<file path="config.mk">
export PLATFORM = sky130hd
export DESIGN_NAME = param_sync_cntr
export DESIGN_NICKNAME = d
export VERILOG_FILES = /design/src/rtl/param_sync_cntr.sv
export SDC_FILE = /design/constraint.sdc
export NUM_CORES = 1
export LEC_CHECK = 0
export ABC_AREA = 1
export CELL_PAD_IN_SITES_DETAIL_PLACEMENT = 0
export CELL_PAD_IN_SITES_GLOBAL_PLACEMENT = 1
export CORE_MARGIN = 3
export CORE_UTILIZATION = 30
export CTS_BUF_LIST = sky130_fd_sc_hd__clkbuf_8
export CTS_CLUSTER_DIAMETER = 120
export DETAILED_ROUTE_END_ITERATION = 10
export GPL_TIMING_DRIVEN = 0
export PLACE_DENSITY = 0.79
export RECOVER_POWER = 50
export SLEW_MARGIN = 10
export SYNTH_ARGS = -nofsm -noshare
export SYNTH_HDL_FRONTEND = slang
export SYNTH_SLANG_ARGS = --single-unit
export TNS_END_PERCENT = 100
</file>
<file path="constraint.sdc">
create_clock -name clk -period 1.3 [get_ports clk]
set_input_delay 0.195 -clock clk [delete_from_list [all_inputs] [get_ports clk]]
set_output_delay 0.195 -clock clk [all_outputs]
set_load 0.005 [all_outputs]
</file>
<file path="src/rtl/param_sync_cntr.sv">
// param_sync_cntr: parametrised synchronous modulo-N up/down counter.
// Clear has priority over load, load over count enable. The count wraps or
// saturates at the range ends. A terminal-count flag and a registered
// boundary-event pulse are provided for chaining into dividers and slot
// counters.
module param_sync_cntr #(
  parameter int unsigned WIDTH    = 8,
  parameter int unsigned MODULUS  = 256,
  parameter bit          SATURATE = 1'b0
) (
  input  logic             clk,
  input  logic             clear,
  input  logic             en,
  input  logic             up_dn,
  input  logic             load,
  input  logic [WIDTH-1:0] load_val,
  output logic [WIDTH-1:0] q,
  output logic             tc,
  output logic             ovf
);

  // Largest legal count value; every state the counter can enter is <= this.
  localparam logic [WIDTH-1:0] MAX_VAL = WIDTH'(MODULUS - 1);

  logic             at_max;
  logic             at_zero;
  logic             boundary;
  logic [WIDTH-1:0] q_step;
  logic [WIDTH-1:0] load_q;

  // Next-count and boundary decode from the current count and direction.
  // NOTE: every always_comb output gets a default first so that no path
  // leaves it unassigned and infers a latch.
  always_comb begin
    at_max   = (q == MAX_VAL);
    at_zero  = (q == '0);
    boundary = up_dn ? at_max : at_zero;
    q_step   = q;
    if (up_dn) begin
      if (!at_max) begin
        q_step = q + WIDTH'(1);
      end else if (!SATURATE) begin
        q_step = '0;
      end
    end else begin
      if (!at_zero) begin
        q_step = q - WIDTH'(1);
      end else if (!SATURATE) begin
        q_step = MAX_VAL;
      end
    end
    // Out-of-range load values are clamped so q never leaves 0..MODULUS-1.
    load_q = (load_val > MAX_VAL) ? MAX_VAL : load_val;
  end

  // Terminal count depends only on q and direction, not on en.
  assign tc = boundary;

  // Count register and boundary-event pulse; clear > load > en.
  // NOTE: sequential state uses non-blocking assignments so every register
  // samples the pre-edge values, independent of statement order.
  always_ff @(posedge clk) begin
    if (clear) begin
      q   <= '0;
      ovf <= 1'b0;
    end else if (load) begin
      q   <= load_q;
      ovf <= 1'b0;
    end else if (en) begin
      q   <= q_step;
      ovf <= boundary;
    end else begin
      ovf <= 1'b0;
    end
  end

endmodule

</file>
After elaboration in Yosys (flattened, before gate mapping)
Index checks and enable logic that the tools add are counted.
- order comparisons: 1
- eq/ne operators: 1
- multiplexer cells: 7
- add/sub/neg operators: 2
- bitwise gates (word level): 1
- reduce and logical (&&, ||, !) cells: 3
- operator list (operator ; count):
    $mux W8 ; 6
    $add A8 B1 Y8 const B ; 1
    $eq A8 B8 Y1 const B ; 1
    $gt A8 B8 Y1 const B ; 1
    $logic_not A8 Y1 ; 1
    $sub A8 B1 Y8 const B ; 1
    $reduce_or A3 Y1 ; 1
    $reduce_bool A2 Y1 ; 1
    $mux W1 ; 1
    $not A1 Y1 ; 1
- bits in registers: 9
- logic and storage cells: 17

Longest topological paths before layout
Gate-level depths: netlist (run 1).
- word-level depth: 5
- gate-level depth with buffers: 10
- depth with buffers taken out: 10

Least setup slack after synthesis (run 1)
No wires, ideal clock.
- kind: register to register
- start point: register q[0]
- end point: register q[6]
- arrival time: 1.252 ns
- path buffers: 0
- stages on the path, launching flop included: 10
- setup time: 0.070 ns
- period minus slack after synthesis: 1.322 ns
- required time: 1.230 ns
- slack: -0.022 ns
- cells stage by stage: dfxtp_1 -> inv_1 -> ha_1 -> inv_1 -> nor2_2 -> nand2_1 -> nor2_1 -> xor2_1 -> nand2_1 -> a21oi_1
- word-level cells in the longest chain between the ends: 5
- elaborated cells on any way between the ends: 9
- RTL lines (element ; RTL line ; text):
    from (decl) ; 17 ; output logic [WIDTH-1:0] q,
    from (signal assigned) ; 67 ; q <= load_q;
    from (signal assigned) ; 70 ; q <= q_step;
    $sub A8 B1 Y8 (tied with other cells) ; 47 ; q_step = q - WIDTH'(1);
    $mux W8, on equally long branches ; 46, 40 ;
    $mux W8 (*) ; 39 ; if (up_dn) begin
    $mux W8 (*) ; 69 ; end else if (en) begin
    $mux W8 (*) ; 66 ; end else if (load) begin
Mark *: on every way between the ends. The rest lies on a longest branch, timed or not. The select of a mux whose other input is x is not followed.
A chain may end at the register's enable or synchronous reset.

Worst setup path after layout (run 1)
- start point: register q[1]
- end point: output tc
- word-level cells in the longest chain between the ends: 2
- elaborated cells on any way between the ends: 3
- RTL lines (element ; RTL line ; text):
    $eq A8 B8 Y1 or $logic_not A8 Y1 (tied branches) ; 35, 36 ;
    $mux W1 (*) ; 37 ; boundary = up_dn ? at_max : at_zero;
    to (decl) ; 18 ; output logic tc,
Mark *: on every way between the ends. The rest lies on a longest branch, timed or not.

==> metrics.cfg, run 1 <==
[global_routing]
grt_start_max_net_pins=9
grt-ovfl-total=0
grt_first_pass_wirelength_um=4570
grtUsageTotal_pct=18.2
antenna_found_initial=0
first_global_vias=999

[worst_hold_path]
holdCritPathClass=primary input to register
hold_start=up_dn

[setup_path]
slowest_delay_ns=0.37
crit_start=q[1]
worstPathArrival_ns=1.34
path_max_fanout=4
path_cells=inv_4 -> ha_4 -> inv_2 -> nor3_4 -> nand3_2 -> nand2_2 -> buf_2
reg2reg_slack_ns=-0.17
crit_path_end_kind=output pin
crit_slowest_cell=dfxtp_4
cp-start-kind=register
path_class=register to output pin
crit_required_ns=1.11
r2r_start=q[0]

[pwr]
p_total_mw=1.13
power_density_nw_per_um2=823
vdd_drop_max_mv=0.528
p_leak_nw=0.659

[floorplanning]
fp.dieH_um=57.5
num_rows=18
num_io_pins=23
core-area_um2=2500
die_width_um=57.5
dieArea_um2=3300
start_util_pct=31.8

[status]
violations=negative setup slack
status=complete, but fails checks

[synth]
synth.distinct_cells=26
syn_nets=140
syn_inst=124
ys_seq_area_share_pct=22.7
synth.avg_cell_area_um2=6.41
ys.warnings.count=0
synth_seq_cells=9
mappedNetlistArea_um2=795

[detailed_routing]
drtPass1Iterations=4
first_iter_violations=41
route.detailed.drc=0
viasPerCell=5.11
vias=1028
ant_nets=0
wl_per_cell_um=14.3
routed_wl_um=2870

[clock_tree]
cts_tree=built
cts.sinks=9
clkTransAtPathRegs_ns=0.05
clk_latency_ns=0.25
hold_buffers=0
cts.path.max_buffers=2
clockRootBuffer=clkbuf_8
htree_num_levels=1
cts_buffers=3

[sta]
final-setup-viol-count=8
finalMaxSlewViolations=0
fin_crit_ns=1.54
fin_crit_sh_pct=118
fin_ws_ns=-0.239
finalHoldViolations=0
rsz0062_at_grt=yes
relSlewSlack_pct=79.3
fin_skew_ns=0.00370
tightest_slew_ns=0.311
max_freq_mhz=650

[placed_design]
place.port_buffers=22
placed_cell_area_um2=1050
gp_congestion=0.784
hpwl_um=1830

[cells_and_area]
n_antenna_cell=0
drive_above_1_share_pct=38.6
area_growth_pct=73.5
nets=188
final_common_cell=nand2_1
final_cell_mix=nand2_1 (22), buf_4 (20), clkdlybuf4s50_1 (12)
finish.instance_area_um2=1380
n_fill_cell=250

[flow_run]
max-cap-violations=0

==> layout make-up <==
class,instances,area [µm²],share of cell area [%]
buffer,1,11.3,0.817
clock inverter,1,5.00,0.363
inverter,20,80.1,5.81
timing repair buffer,43,374,27.1
multi-input combinational,94,631,45.7
sequential,9,199,14.4
tap,30,37.5,2.72
clock buffer,3,41.3,2.99
==> critical path, delay by kind of cell (launching register included) <==
family	cells	cell delay [ns]
fa+ha+maj	1	0.12
buf+inv	3	0.21
flops	1	0.37
simple gates	3	0.40
==> registers in the layout, indices dropped and copies added, names as in the netlist <==
name,cells
q,8
ovf,1
==> cell usage after synthesis <==
library cell | instances | area [µm²]
nand3_1 | 9 | 45.0
nand4_1 | 2 | 12.5
nor3_2 | 2 | 20.0
clkinv_1 | 1 | 3.75
a31oi_1 | 2 | 12.5
o221ai_1 | 4 | 35.0
and3_1 | 1 | 6.26
nor3_1 | 1 | 5.00
dfxtp_1 | 9 | 180
inv_2 | 1 | 3.75
xor2_1 | 2 | 17.5
o211ai_1 | 2 | 15.0
nand2_1 | 26 | 97.6
buf_4 | 1 | 7.51
xnor2_1 | 1 | 8.76
nand3_2 | 3 | 30.0
ha_1 | 3 | 37.5
nor2_2 | 3 | 18.8
nand2_2 | 2 | 12.5
nor2_4 | 1 | 11.3
a21oi_1 | 7 | 35.0
a21oi_2 | 1 | 8.76
a22oi_1 | 3 | 22.5
nor2_1 | 12 | 45.0
inv_1 | 18 | 67.6
o21ai_0 | 7 | 35.0
==> through the flow <==
step	instances	setup slack, ns	utilization [%]	hold slack (ns)	TNS [ns]
floorplan	124	0.00526	-	0.257	0
global placement	176	-0.743	42.1	0.569	-3.64
detailed placement	176	-0.716	42.1	0.572	-3.47
CTS	201	-0.201	53.7	0.496	-1.33
global route	201	-0.301	55.2	0.527	-1.66
finish	201	-0.239	55.2	0.503	-0.930
==> where the power goes <==
group | internal, mW | leakage (nW) | switching, mW
registers | 0.296 | 0.0777 | 0.0309
logic | 0.225 | 0.556 | 0.233
clock network | 0.211 | 0.0255 | 0.138
==> cell families after synthesis <==
group                    after synthesis  synth area share [%]
flip-flops                             9                  22.7
AO/OA/AOI/OAI                         26                  20.6
buffers and inverters                 21                  10.4
XOR/XNOR                               3                  3.31
adder cells (fa/ha/maj)                3                  4.72
AND/OR/NAND/NOR                       62                  38.3
==> routing by layer <==
metal	GRT usage (%)	vias up	wire, µm
li1	-	511	-
met1	21.4	460	1160
met2	31.6	49	1450
met3	5.20	8	208
met4	5.96	0	54
met5	0	-	0
==> what timing repair did <==
item	CTS	global route
pin swaps	10	14
gates resized for setup	42	20
endpoints found under the setup margin	16	10
buffers inserted	21	1
==> path summary, 6_finish.rpt <==
check,cells past startpoint,to
setup / recovery,7,tc
hold / removal,3,q[4]
setup reg to reg,9,q[4]
hold reg to reg,2,q[5]
(Power assumes the default switching activity.)
==> inputs of run 2 (changes only) <==
--- a/config.mk
+++ b/config.mk
@@ -6,15 +6,13 @@
 export NUM_CORES = 1
 export LEC_CHECK = 0
 export ABC_AREA = 1
-export CELL_PAD_IN_SITES_DETAIL_PLACEMENT = 0
-export CELL_PAD_IN_SITES_GLOBAL_PLACEMENT = 1
 export CORE_MARGIN = 3
-export CORE_UTILIZATION = 30
-export CTS_BUF_LIST = sky130_fd_sc_hd__clkbuf_8
+export CORE_UTILIZATION = 42
+export CTS_BUF_LIST = sky130_fd_sc_hd__clkbuf_16
 export CTS_CLUSTER_DIAMETER = 120
 export DETAILED_ROUTE_END_ITERATION = 10
 export GPL_TIMING_DRIVEN = 0
-export PLACE_DENSITY = 0.79
+export PLACE_DENSITY = 0.76
 export RECOVER_POWER = 50
 export SLEW_MARGIN = 10
 export SYNTH_ARGS = -nofsm -noshare
==> run 2 against run 1 <==
  * The flow still finishes with violations (negative setup slack)
  * Register-to-register slack hardly changed
  * Design area is 2.2% lower
  * Final cell count is 5.5% lower
  * Critical path depth is 1 lower
  * Maximum frequency is 3.1% higher
  * Routed wire length is 5.9% lower
  * Largest power group is now the clock network
  * Highest routed layer unchanged
==> metrics.cfg, run 2 (synthesized netlist as in run 1, its figures left out) <==
[status]
status=complete, but fails checks
violations=negative setup slack

[floorplanning]
core-area_um2=1760  ; -29%
fp.dieH_um=49.5  ; -14%
die_width_um=49.5  ; -14%
num_rows=15  ; -3
start_util_pct=45.0  ; +13 points
num_io_pins=23  ; unchanged
dieArea_um2=2450  ; -26%

[clock_tree]
cts_tree=built
hold_buffers=0  ; unchanged
cts.path.max_buffers=2  ; unchanged
clockRootBuffer=clkbuf_16
htree_num_levels=1  ; unchanged
cts_buffers=3  ; unchanged
cts.sinks=9  ; unchanged
clkTransAtPathRegs_ns=0.04  ; about the same
clk_latency_ns=0.23  ; -0.02 ns

[detailed_routing]
route.detailed.drc=0  ; unchanged
vias=1022  ; -0.58%
wl_per_cell_um=14.2  ; -0.49%
routed_wl_um=2700  ; -5.9%
drtPass1Iterations=4  ; unchanged
viasPerCell=5.38  ; +5.2%
ant_nets=0  ; unchanged
first_iter_violations=34  ; -17%

[cells_and_area]
drive_above_1_share_pct=34.5  ; -4.1 points
n_antenna_cell=0  ; unchanged
final_cell_mix=nand2_1 (24), inv_1 (15), clkdlybuf4s50_1 (14)
n_fill_cell=134  ; -46%
reg.largest.list=q x8, ovf x1
area_growth_pct=69.8
final_common_cell=nand2_1
register_area_um2=205  ; +3.1%
largest_reg_flops=8  ; unchanged
utilization_pct=76.5  ; +21 points
multiInputGateArea_um2=612  ; -3.0%
top_register=q
nets=182  ; -3.2%

[sta]
fin_crit_sh_pct=115  ; -3.5 points
finalSetupTns_ns=-0.886  ; +0.0447 ns
fin_ws_ns=-0.194  ; +0.0457 ns
tightest_slew_ns=0.311  ; +0.000287 ns
max_freq_mhz=669  ; +3.1%
final-setup-viol-count=9  ; +1
rsz0062_at_grt=yes
relSlewSlack_pct=79.3  ; about the same
fin_crit_ns=1.49  ; -0.0457 ns
fin_hold_ws_ns=0.498  ; -0.00479 ns
fin_skew_ns=0.000423  ; -0.00328 ns
finalMaxSlewViolations=0  ; unchanged
finalHoldViolations=0  ; unchanged

[pwr]
vdd_drop_max_mv=0.647  ; +23%
power_density_nw_per_um2=959  ; +17%
p_leak_nw=0.625  ; -5.3%

[global_routing]
antenna_found_initial=0  ; unchanged
met1_usage_pct=26.2  ; +4.7 points
grt_start_max_net_pins=9  ; unchanged
grtUsageTotal_pct=21.9  ; +3.7 points
first_global_vias=911  ; -8.8%
grt_busiest_layer=met2
grt_first_pass_wirelength_um=4210  ; -8.0%
met2_usage_pct=39.3  ; +7.7 points
grt-ovfl-total=0  ; unchanged
use_met3_pct=3.93  ; -1.3 points

[setup_path]
path_max_fanout=4  ; unchanged
reg2reg_depth=10  ; +1
worstPathArrival_ns=1.30  ; -0.04 ns
reg2reg_to=q[6]
crit_required_ns=1.11  ; about the same
reg2reg_slack_ns=-0.17  ; about the same
cp-start-kind=register
crit_path_end_kind=output pin
r2r_start=q[1]
path_class=register to output pin

[placed_design]
hpwl_um=1680  ; -8.1%
place.port_buffers=22  ; unchanged
gp_congestion=0.892  ; +14%

[flow_run]
max-cap-violations=0  ; unchanged

[worst_hold_path]
hold_depth=3  ; unchanged
hold_start=up_dn
holdPathEnd=q[4]
holdCritPathClass=primary input to register

[run 2: changes by cell type in the layout (fill, tap and decap cells not counted), moves of 2 or more]
cell and change:
buf_4 -7, clkbuf_16 +3, clkbuf_8 -3, clkdlybuf4s50_1 +2
dfxtp_1 -3, dfxtp_2 +2, dlymetal6s2s_1 -2, inv_1 +5
inv_2 -4, nand2_1 +2, nand2_2 -2, o21ai_0 +2
o21ai_1 -2
[run 2: critical path, stage by stage (launching register included)]
cell and delay (ns):
dfxtp_2 0.32, buf_6 0.12, buf_6 0.12, nor3_4 0.18, nand3_2 0.13, nand2_2 0.09
buf_2 0.11
[run 2: cell type report]
type / instances / area share [%]
Tap cell: 25 / 2.32
Buffer: 1 / 0.835
Multi-Input combinational cell: 94 / 45.4
Inverter: 20 / 6.12
Clock inverter: 1 / 0.278
Clock buffer: 3 / 5.57
Sequential cell: 9 / 15.2
Timing Repair Buffer: 37 / 24.3
[run 2: report_power, final]
group          total [mW]  switching, mW  internal [mW]
sequential          0.338         0.0392          0.299
combinational       0.414          0.215          0.199
clock               0.542          0.139          0.403
total                1.29          0.393          0.901
[run 2: worst max path at each step]
stage / slack, ns / to / depth (start not counted) / from
after floorplan: 0.005 / q[6] / 9 / q[1]
after global placement: -0.69 / tc / 5 / up_dn
after detailed placement: -0.70 / tc / 5 / up_dn
after CTS: -0.19 / tc / 7 / q[0]
after global routing: -0.29 / q[6] / 10 / q[1]
final: -0.19 / tc / 6 / q[6]
[run 2: through the flow]
stage,setup slack [ns],instances,area (µm²),total power [mW]
after global placement,-0.694,171,1050,0.647
after floorplan,0.00526,124,795,0.521
after detailed placement,-0.697,171,1050,0.651
after CTS,-0.187,185,1280,1.25
after global routing,-0.286,190,1350,1.36
final,-0.194,190,1350,1.29
[run 2: metal layers]
layer	vias to the layer above	wire length, µm
met5	-	0
met4	0	40
met3	4	182
met2	49	1330
met1	469	1140
li1	500	-
[run 2: timing repair]
item / CTS / global route
cloned: 0 / 0
setup buffers: 10 / 5
resized for setup: 42 / 11
pin swaps: 11 / 12
endpoints found under the setup margin: 16 / 11
hold endpoints to repair: 0 / 0
